===== src/rtl/imm_ext_ctrl.sv =====
// Immediate-field extender with up to two 6-bit prefix words concatenated ahead
// of the final field, behind a one-entry output buffer with valid/ready handshakes.
module imm_ext_ctrl (
    input  logic        clk,
    input  logic        reset,
    input  logic        in_valid,
    output logic        in_ready,
    input  logic [5:0]  imm,
    input  logic [1:0]  mode,
    input  logic        flush,
    output logic        out_valid,
    input  logic        out_ready,
    output logic [15:0] out,
    output logic [1:0]  pfx_cnt,
    output logic        err
);

    typedef enum logic [1:0] {
        P0 = 2'd0,
        P1 = 2'd1,
        P2 = 2'd2
    } state_t;

    localparam logic [1:0] MODE_SEXT   = 2'b00;
    localparam logic [1:0] MODE_ZEXT   = 2'b01;
    localparam logic [1:0] MODE_PREFIX = 2'b11;

    state_t       state_reg, state_next;
    // The prefix shift register is architecturally 12 bits, but bits above
    // the low 10 are shifted out before any consumer can observe them.
    logic [9:0]   acc_reg, acc_next;
    logic [15:0]  out_reg, out_next;
    logic         out_valid_reg, out_valid_next;
    logic         err_reg, err_next;

    logic         in_xfer;
    logic         out_xfer;
    logic         is_prefix;
    logic [15:0]  concat;
    logic [15:0]  cand_sext  [3];
    logic [15:0]  cand_zext  [3];
    logic [15:0]  cand_shift [3];
    logic [15:0]  sel_sext;
    logic [15:0]  sel_zext;
    logic [15:0]  sel_shift;
    logic [15:0]  ext_val;

    assign in_ready  = ~flush & (~out_valid_reg | out_ready);
    assign in_xfer   = in_valid & in_ready;
    assign out_xfer  = out_valid_reg & out_ready;
    assign is_prefix = (mode == MODE_PREFIX);
    assign concat    = {acc_reg, imm};

    assign out       = out_reg;
    assign out_valid = out_valid_reg;
    assign pfx_cnt   = state_reg;
    assign err       = err_reg;

    // One candidate set per prefix depth: depth gi sees the low 6*(gi+1) bits
    // of the concatenation, capped at the 16-bit operand width.
    genvar gi;
    generate
        for (gi = 0; gi < 3; gi++) begin : g_depth
            localparam int N = (gi == 2) ? 16 : 6 * (gi + 1);
            logic [N-1:0] raw;
            logic [15:0]  sx;
            assign raw             = concat[N-1:0];
            assign sx              = 16'(signed'(raw));
            assign cand_sext[gi]   = sx;
            assign cand_zext[gi]   = 16'(raw);
            assign cand_shift[gi]  = {sx[14:0], 1'b0};
        end
    endgenerate

    always_comb begin
        sel_sext  = cand_sext[0];
        sel_zext  = cand_zext[0];
        sel_shift = cand_shift[0];
        case (state_reg)
            P1: begin
                sel_sext  = cand_sext[1];
                sel_zext  = cand_zext[1];
                sel_shift = cand_shift[1];
            end
            P2: begin
                sel_sext  = cand_sext[2];
                sel_zext  = cand_zext[2];
                sel_shift = cand_shift[2];
            end
            default: ;
        endcase
    end

    always_comb begin
        ext_val = sel_shift;
        case (mode)
            MODE_SEXT: ext_val = sel_sext;
            MODE_ZEXT: ext_val = sel_zext;
            default:   ext_val = sel_shift;
        endcase
    end

    always_comb begin
        state_next     = state_reg;
        acc_next       = acc_reg;
        out_next       = out_reg;
        out_valid_next = out_valid_reg;
        err_next       = err_reg;

        if (flush) begin
            state_next     = P0;
            acc_next       = '0;
            out_valid_next = 1'b0;
        end else if (in_xfer && is_prefix) begin
            acc_next = {acc_reg[3:0], imm};
            case (state_reg)
                P0:      state_next = P1;
                P1:      state_next = P2;
                default: begin
                    state_next = P2;
                    err_next   = 1'b1;
                end
            endcase
            if (out_xfer) begin
                out_valid_next = 1'b0;
            end
        end else if (in_xfer) begin
            out_next       = ext_val;
            out_valid_next = 1'b1;
            state_next     = P0;
            acc_next       = '0;
        end else if (out_xfer) begin
            out_valid_next = 1'b0;
        end
    end

    always_ff @(posedge clk) begin
        if (reset) begin
            state_reg     <= P0;
            acc_reg       <= '0;
            out_reg       <= 16'h0000;
            out_valid_reg <= 1'b0;
            err_reg       <= 1'b0;
        end else begin
            state_reg     <= state_next;
            acc_reg       <= acc_next;
            out_reg       <= out_next;
            out_valid_reg <= out_valid_next;
            err_reg       <= err_next;
        end
    end

endmodule

===== config.mk =====
export PLATFORM = sky130hd
export DESIGN_NAME = imm_ext_ctrl
export DESIGN_NICKNAME = d
export VERILOG_FILES = /design/src/rtl/imm_ext_ctrl.sv
export SDC_FILE = /design/constraint.sdc
export NUM_CORES = 1
export LEC_CHECK = 0
export ABC_AREA = 1
export CAP_MARGIN = 5
export CORE_UTILIZATION = 40
export CTS_CLUSTER_SIZE = 40
export DETAILED_ROUTE_END_ITERATION = 8
export PLACE_DENSITY = 0.74
export SLEW_MARGIN = 20
export SYNTH_ARGS = -nofsm -noshare
export SYNTH_HDL_FRONTEND = slang
export SYNTH_SLANG_ARGS = --single-unit
export TNS_END_PERCENT = 50

===== constraint.sdc =====
create_clock -name clk -period 1.3 [get_ports clk]
set_input_delay 0.39 -clock clk [delete_from_list [all_inputs] [get_ports clk]]
set_output_delay 0.39 -clock clk [all_outputs]
set_load 0.01 [all_outputs]

Word level (Yosys, flattened, before mapping)
Index checks and enable logic that the tools add are counted.
{ "totals": {"regBits": 30, "latchBits": 0, "mem_bits_rw": 0, "romBits": 0, "input_bits": 13, "output_inout_bits": 21, "elab_cells": 37, "memories": 0} }
{ "op_classes": {"addsub": 0, "mul": 0, "n_div": 0, "order_cmp": 0, "eq_ne": 4, "shift": 0, "muxes": 12, "bitwise_logic": 8, "n_reduce_logical": 8} }
{ "op_table": {"columns": ["cell", "n"], "rows": [
  ["16-bit one-hot mux with 2 select lines", 4],
  ["10-bit two-way mux", 2],
  ["2-bit two-way mux", 3],
  ["3-bit AND reduction", 2],
  ["2-bit by 1-bit == test with 1-bit output (second input constant)", 2],
  ["2-bit == test (second input constant)", 2],
  ["2-bit zero test", 2],
  ["1-bit inverter", 4],
  ["2-bit OR reduction", 2],
  ["1-bit bitwise AND", 3],
  ["1-bit two-way mux", 3],
  ["2-bit nonzero test", 1],
  ["1-bit logical AND", 1],
  ["1-bit OR", 1]
]} }

Depth between registers and ports, before layout
Gate-level depths: netlist of the first run.
{ "logic_depth": {"depth_word": 7, "mapped_depth": 10, "mapped_depth_nobuf": 10} }

Worst setup path before layout of the first run
No wires, ideal clock.
{ "synth_path": {"kind": "reg2reg", "from": "register state_reg[0], in the netlist pfx_cnt[0]", "to": "register out_reg[15], in the netlist out[15]", "setup_time_ns": 0.109, "arrival_time_ns": 1.349, "t_required_ns": 1.191, "path_slack_ns": -0.158, "path_stages_with_launch": 8, "n_path_buf": 0, "cell_sequence": "dfxtp_1 -> inv_1 -> ha_1 -> or2_2 -> nand3_1 -> nand3_1 -> nand2_1 -> inv_1"} }
{ "synth_via": {"elab_chain_len": 3, "elab_cells_between_ends": 6, "classes_between": "eq/ne (2); mux (4)"} }
{ "synth_lines": {"columns": ["item", "line", "rtl"], "rows": [
  ["start, declared", "28", "state_t state_reg, state_next;"],
  ["start signal, assigned", "145", "state_reg <= state_next;"],
  ["2-bit == test or 2-bit by 1-bit == test with 1-bit output (tied branches)", "79", "case (state_reg)"],
  ["16-bit one-hot mux with 2 select lines", "79", null],
  ["16-bit one-hot mux with 2 select lines (*)", "96", "case (mode)"],
  ["end signal, assigned", "147", "out_reg <= out_next;"],
  ["end, declared", "32", "logic [15:0] out_reg, out_next;"]
]} }
Every way passes the cells marked *; elsewhere a longest branch is shown, timed or not.
A chain may end at the register's enable or synchronous reset.

Worst setup path in the final report of the first run
{ "layout_path": {"from": "register out_valid_reg, in the netlist out_valid", "to": "output port out_valid"} }
{ "layout_lines": {"columns": ["item", "line", "rtl"], "rows": [
  ["start, declared", "33", "logic out_valid_reg, out_valid_next;"],
  ["start signal, assigned", "148", "out_valid_reg <= out_valid_next;"],
  ["end, declared", "11", "output logic out_valid,"]
]} }
No word-level cell between the ends.

==> out/qor.csv, run 1 <==
metric,value,unit
status,"finished, violations left",
# rows,22,
Setup crit end,out_valid,
final period utilization,101,%
worst hold path class,reg2reg,
synth unique cells,22,
Synth Register Bits,30,
Critical Path AT,0.93,ns
"Clk Latency, worst-skew pair",0.29,ns
Hold Buf Count CTS,0,
Fin Setup TNS,-0.0635,ns
Starting Density,42.6,%
Die Ht,64.9,um
Max Cap Violations,0,
Startpoint Class,flip-flop,
max reg flops,16,
synth warn,0,
die area,4210,um^2
Port Buffers,33,
Hold Crit Start,out[1]$_SDFFE_PP0P_,
Post-Syn Area,1580,um^2
DRC,0,
via density per instance,4.76,
synthesized instance count,245,
most frequent cells in the layout,"nand2_1 (83), dfxtp_1 (27), a21oi_1 (24)",
1st-iter DRT viols,86,
layout cells sized above 1,30.0,%
Place WS,-0.680,ns
worst slew pin tran,0.282,ns
TritonCTS clock tree,built,
Synth top area share,38.0,%
Setup crit start,out_valid$_SDFF_PP0_,
worst setup path category,reg2out,
DRT Pass-1 Iters,6,
Final GP Congestion,0.865,
clock slew at reported path FFs,0.07,ns
vias in the first global route,1501,
routed via count,1691,
clk root buf,clkbuf_8,
Area Overhead vs Synth,57.3,%
Slew Limit Fails,0,
Worst path max stage delay,0.40,ns
Max clock buf depth,2,
FF-to-FF End,out[8]$_SDFFE_PP0P_,
post-synthesis net count,262,
# nets final,323,
Pleak,1.13,nW
register area share after synthesis,38.0,%
total power,0.00217,W
Final min period,1.32,ns
pwr dens,871,nW/um^2
initial antenna violation count,0,
Worst Setup End Kind,output pin,
CP Max Fanout,4,
"CP delay by family, top",flip-flops,
slew margin rel.,81.2,%
die width,64.9,um
io pins,34,
met3 usage,5.46,%
post-synthesis area per instance,6.46,um^2
DR WL/cell,11.5,um
GRT Total Usage,20.7,%
synth top area cells,"dfxtp_1 (38%), nand2_1 (23%), a21oi_1 (9.2%), nand3_1 (6.6%), inv_1 (6.4%)",
reg2reg start,pfx_cnt[1]$_SDFFE_PP0P_,
Slowest cell on crit path,dfxtp_2,
R2R Setup Slk,-0.01,ns
Ant. Diodes,0,
CP bufs+invs,1,
Fmax achieved,0.759,GHz
biggest area consumer among synthesized cells,dfxtp_1,
post-route setup slack,-0.0171,ns
VDD IR-drop max,0.464,mV
met1 Usage GRT,24.9,%
failing checks,setup timing,
Core ar.,3720,um^2
H-tree level count,2,
GR Overflow Total,0,
crit path cell chain,clkdlybuf4s15_2,
"commonest non-fill, non-tap cell in the layout",nand2_1,
RSZ-0062 raised after global routing,true,
final hold viol count,0,
routing usage on met2,34.6,%
WP data required,0.91,ns
largest net degree at the start of global routing,14,
Levels on crit path,1,
CTS Buf Count,5,
CTS Sinks,30,
Post-Route WL,4.08,mm
GRT busiest layer,met2,
R2R depth,7,
post-DP HPWL,2.79,mm
final setup fails,6,
Worst Skew,0.00438,ns
first-pass GRT wire length,6.64,mm
Final ANT Viol Nets,0,
hold depth,2,
per-stage QoR:
step,std cells,util (%),instance area [um^2],hold slack (ns)
CTS,354,62.7,2330,0.462
detailed placement,343,57.5,2140,0.455
finish,355,66.9,2490,0.462
global placement,343,57.5,2140,0.450
floorplan,245,-,1600,0.444
global route,355,66.9,2490,0.474
metal layers:
| layer | routed length, um | vias to the layer above | part of all wire (%) |
|---|---|---|---|
| li1 | - | 889 | - |
| met1 | 1750 | 750 | 43 |
| met2 | 2050 | 45 | 50 |
| met3 | 203 | 7 | 5.0 |
| met4 | 70 | 0 | 1.7 |
| met5 | 0 | - | 0 |
synth_stat cells:
cell and instances:
buf_6 1, nor2_1 11, or2_2 1, buf_4 2, inv_2 3, nand4_2 1, a21oi_4 1, nand2_1 96
dfxtp_1 30, nand3_1 21, o21ai_0 3, nand2_2 1, inv_1 27, ha_1 4, buf_2 5, a21oi_1 29
o21ai_1 2, clkbuf_1 2, nor3_1 2, a21oi_2 1, nor2_4 1, nand2_4 1
power by group:
group / internal (W) / leakage (nW) / switching [W] / total [W]
combinational: 0.000196 / 0.841 / 0.000208 / 0.000403
clock: 0.000425 / 0.0472 / 0.000373 / 0.000798
sequential: 0.000947 / 0.246 / 0.0000172 / 0.000965
total: 0.00157 / 1.13 / 0.000598 / 0.00217
final cells by class:
type / count / area (um^2)
clock buffer: 6 / 82.6
clock inverter: 2 / 12.5
fill: 322 / 1230
inverter: 30 / 123
multi-input combinational: 175 / 985
sequential: 30 / 609
tap: 48 / 60.1
timing repair buffer: 64 / 616
kinds of logic (layout without fill, tap and decap cells):
family | after synthesis | count (layout) | share of synthesized area, %
simple gates | 135 | 135 | 35.7
compound gates | 36 | 36 | 12.3
buf+inv | 40 | 102 | 10.8
flops | 30 | 30 | 38.0
fa+ha+maj | 4 | 4 | 3.16
tightest hold or removal path: stages (launching register included):
cell	delay, ns
dfxtp_1	0.31
nand2_1	0.06
a21oi_1	0.05
repair_timing:
action                                  4_1_cts  5_1_grt
pin swaps                                     4       14
setup buffers                                 2        1
endpoints found under the setup margin       51       29
gates resized for setup                      57       50
hold endpoints to repair                      0        0
cloned                                        1        1
worst min path at each step:
| stage | end |
|---|---|
| 2_1_floorplan | acc_reg[4]$_SDFFE_PP0P_ |
| 3_3_place_gp | err$_SDFFE_PP0P_ |
| 3_5_place_dp | out[2]$_SDFFE_PP0P_ |
| 4_1_cts | out[2]$_SDFFE_PP0P_ |
| 5_1_grt | out[1]$_SDFFE_PP0P_ |
| 6_report | out[1]$_SDFFE_PP0P_ |
(Power assumes the default switching activity.)
==> run 2, diff against run 1 <==
--- a/config.mk
+++ b/config.mk
@@ -11,6 +11,7 @@
 export CTS_CLUSTER_SIZE = 40
 export DETAILED_ROUTE_END_ITERATION = 8
 export PLACE_DENSITY = 0.74
+export SKIP_LAST_GASP = 1
 export SLEW_MARGIN = 20
 export SYNTH_ARGS = -nofsm -noshare
 export SYNTH_HDL_FRONTEND = slang
==> constraint.sdc (replaced) <==
create_clock -name clk -period 1.3 [get_ports clk]
set_input_delay 0.13 -clock clk [delete_from_list [all_inputs] [get_ports clk]]
set_output_delay 0.13 -clock clk [all_outputs]
set_load 0.01 [all_outputs]
==> run 2 against run 1 <==
Net effect: the flow still finishes with violations (setup timing); via count fell by 0.83%; first-iteration DRC count rose by 12%; setup slack improved by 0.0066 ns; fmax rose by 0.51%; sequential power barely moved; die area did not move; power fell by 5.8%; largest power group unchanged.
==> out/qor.csv, run 2 (synthesis gave the netlist of run 1 again) <==
metric,value,unit
Area after DPL,2140,um^2
Post-Layout Inst Area,2350,um^2
DRT Pass-1 Iters,4,
status,"finished, violations left",
"Clk Latency, worst-skew pair",0.28,ns
RSZ-0062 raised after global routing,true,
routed via count,1677,
via density per instance,4.78,
post-layout util,63.2,%
io pins,34,
clk root buf,clkbuf_8,
final period utilization,101,%
Worst Skew,0.00783,ns
post-DP HPWL,2.89,mm
Hold Crit Start,out[4]$_SDFFE_PP0P_,
Critical Path AT,1.49,ns
Area Overhead vs Synth,48.5,%
Final min period,1.31,ns
# rows,22,
# nets final,320,
clock slew at reported path FFs,0.06,ns
worst hold path class,reg2reg,
die width,64.9,um
Fin Setup TNS,-0.0368,ns
worst hold slack,0.461,ns
slew margin rel.,81.4,%
initial antenna violation count,0,
CP dominant cell by count,nand2_1,
Post-Route WL,3.93,mm
Fmax achieved,0.763,GHz
hold depth,2,
Core ar.,3720,um^2
FF-to-FF End,out[13]$_SDFFE_PP0P_,
Starting Density,42.6,%
worst slew pin tran,0.278,ns
largest net degree at the start of global routing,14,
Hold Buf Count CTS,0,
pwr dens,869,nW/um^2
Slew Limit Fails,0,
VDD IR-drop max,0.448,mV
Hold Crit Endpoint,out[4]$_SDFFE_PP0P_,
Final ANT Viol Nets,0,
crit path cell chain,inv_4 -> ha_4 -> nor2_4 -> inv_1 -> nand2_1 -> nand2_1 -> nand3_1 -> nand2_1 -> inv_1,
Die Ht,64.9,um
CP Max Fanout,4,
first-pass GRT wire length,6.60,mm
die area,4210,um^2
DR WL/cell,11.2,um
R2R Setup Slk,-0.01,ns
reg2reg start,pfx_cnt[1]$_SDFFE_PP0P_,
final setup fails,4,
layout cells sized above 1,21.5,%
Ant. Diodes,0,
Port Buffers,33,
vias in the first global route,1503,
"CP delay by family, top",flip-flops,
H-tree level count,2,
"commonest non-fill, non-tap cell in the layout",nand2_1,
CP bufs+invs,3,
1st-iter DRT viols,96,
WP data required,1.48,ns
Final GP Congestion,0.875,
failing checks,setup timing,
DRC,0,
Worst path max stage delay,0.38,ns
max reg flops,16,
total power,0.00204,W
worst setup path category,reg2reg,
Max clock buf depth,2,
Pleak,1.05,nW
TritonCTS clock tree,built,
post-route setup slack,-0.0105,ns
GRT Total Usage,20.5,%
most frequent cells in the layout,"nand2_1 (90), clkdlybuf4s50_1 (29), a21oi_1 (28)",
R2R depth,9,
GR Overflow Total,0,
CTS Sinks,30,
Worst Setup End Kind,flip-flop,
CTS Buf Count,5,
final hold viol count,0,
Startpoint Class,flip-flop,
Max Cap Violations,0,
Slowest cell on crit path,dfxtp_4,
## run 2: cell count changes in the layout (fill, tap and decap cells not counted), moves of 4 or more
cell,delta
clkdlybuf4s50_1,+22
clkdlybuf4s15_1,-12
dlygate4sd2_1,-7
nand2_1,+7
nand2_4,-5
a21oi_1,+4
a21oi_2,-4
## run 2: final cells by class
class,instances,area (um^2)
fillers,332,1370
multi-input cells,175,901
inverters,30,115
flip-flops and latches,30,609
clock inverters,2,10.0
clock buffers,5,68.8
repair buffers,61,584
well taps,48,60.1
## run 2: metrics by stage
step,setup slack [ns],cells
floorplan,0.0150,245
global placement,-0.190,342
detailed placement,-0.225,342
CTS,-0.0995,349
global route,-0.0932,351
finish,-0.0105,351
## run 2: power by group
group	total (W)	internal, W	switching, W	leakage (nW)
logic	0.000382	0.000192	0.000190	0.758
clock network	0.000694	0.000358	0.000336	0.0438
registers	0.000964	0.000948	0.0000162	0.246
## run 2: metal layers
metal	wire length (um)	vias to the layer above	GRT usage, %
met1	1810	748	25.5
met5	0	-	0
li1	-	875	-
met3	208	6	5.99
met2	1860	48	33.7
met4	44	0	6.67
## run 2: worst max-delay path by stage
| stage | start | end | slack [ns] | cells past startpoint |
|---|---|---|---|---|
| 6_report | pfx_cnt[1]$_SDFFE_PP0P_ | out[13]$_SDFFE_PP0P_ | -0.01 | 9 |
| 5_1_grt | pfx_cnt[1]$_SDFFE_PP0P_ | out[7]$_SDFFE_PP0P_ | -0.09 | 7 |
| 4_1_cts | pfx_cnt[0]$_SDFFE_PP0P_ | pfx_cnt[0] | -0.1 | 2 |
| 3_5_place_dp | flush | out[13]$_SDFFE_PP0P_ | -0.23 | 8 |
| 3_3_place_gp | out_ready | in_ready | -0.19 | 4 |
| 2_1_floorplan | pfx_cnt[0]$_SDFFE_PP0P_ | out[15]$_SDFFE_PP0P_ | 0.01 | 7 |
## run 2: what timing repair did
| item | in CTS | in global routing |
|---|---|---|
| pin swaps | 0 | 4 |
| setup buffers | 0 | 1 |
| cloned | 0 | 1 |
| gates resized for setup | 10 | 19 |
| endpoints found under the setup margin | 14 | 25 |
## run 2: tightest hold or removal path, cell delays in order, from the launching register on
cell	delay (ns)
dfxtp_1	0.31
nand2_1	0.06
a21oi_1	0.05
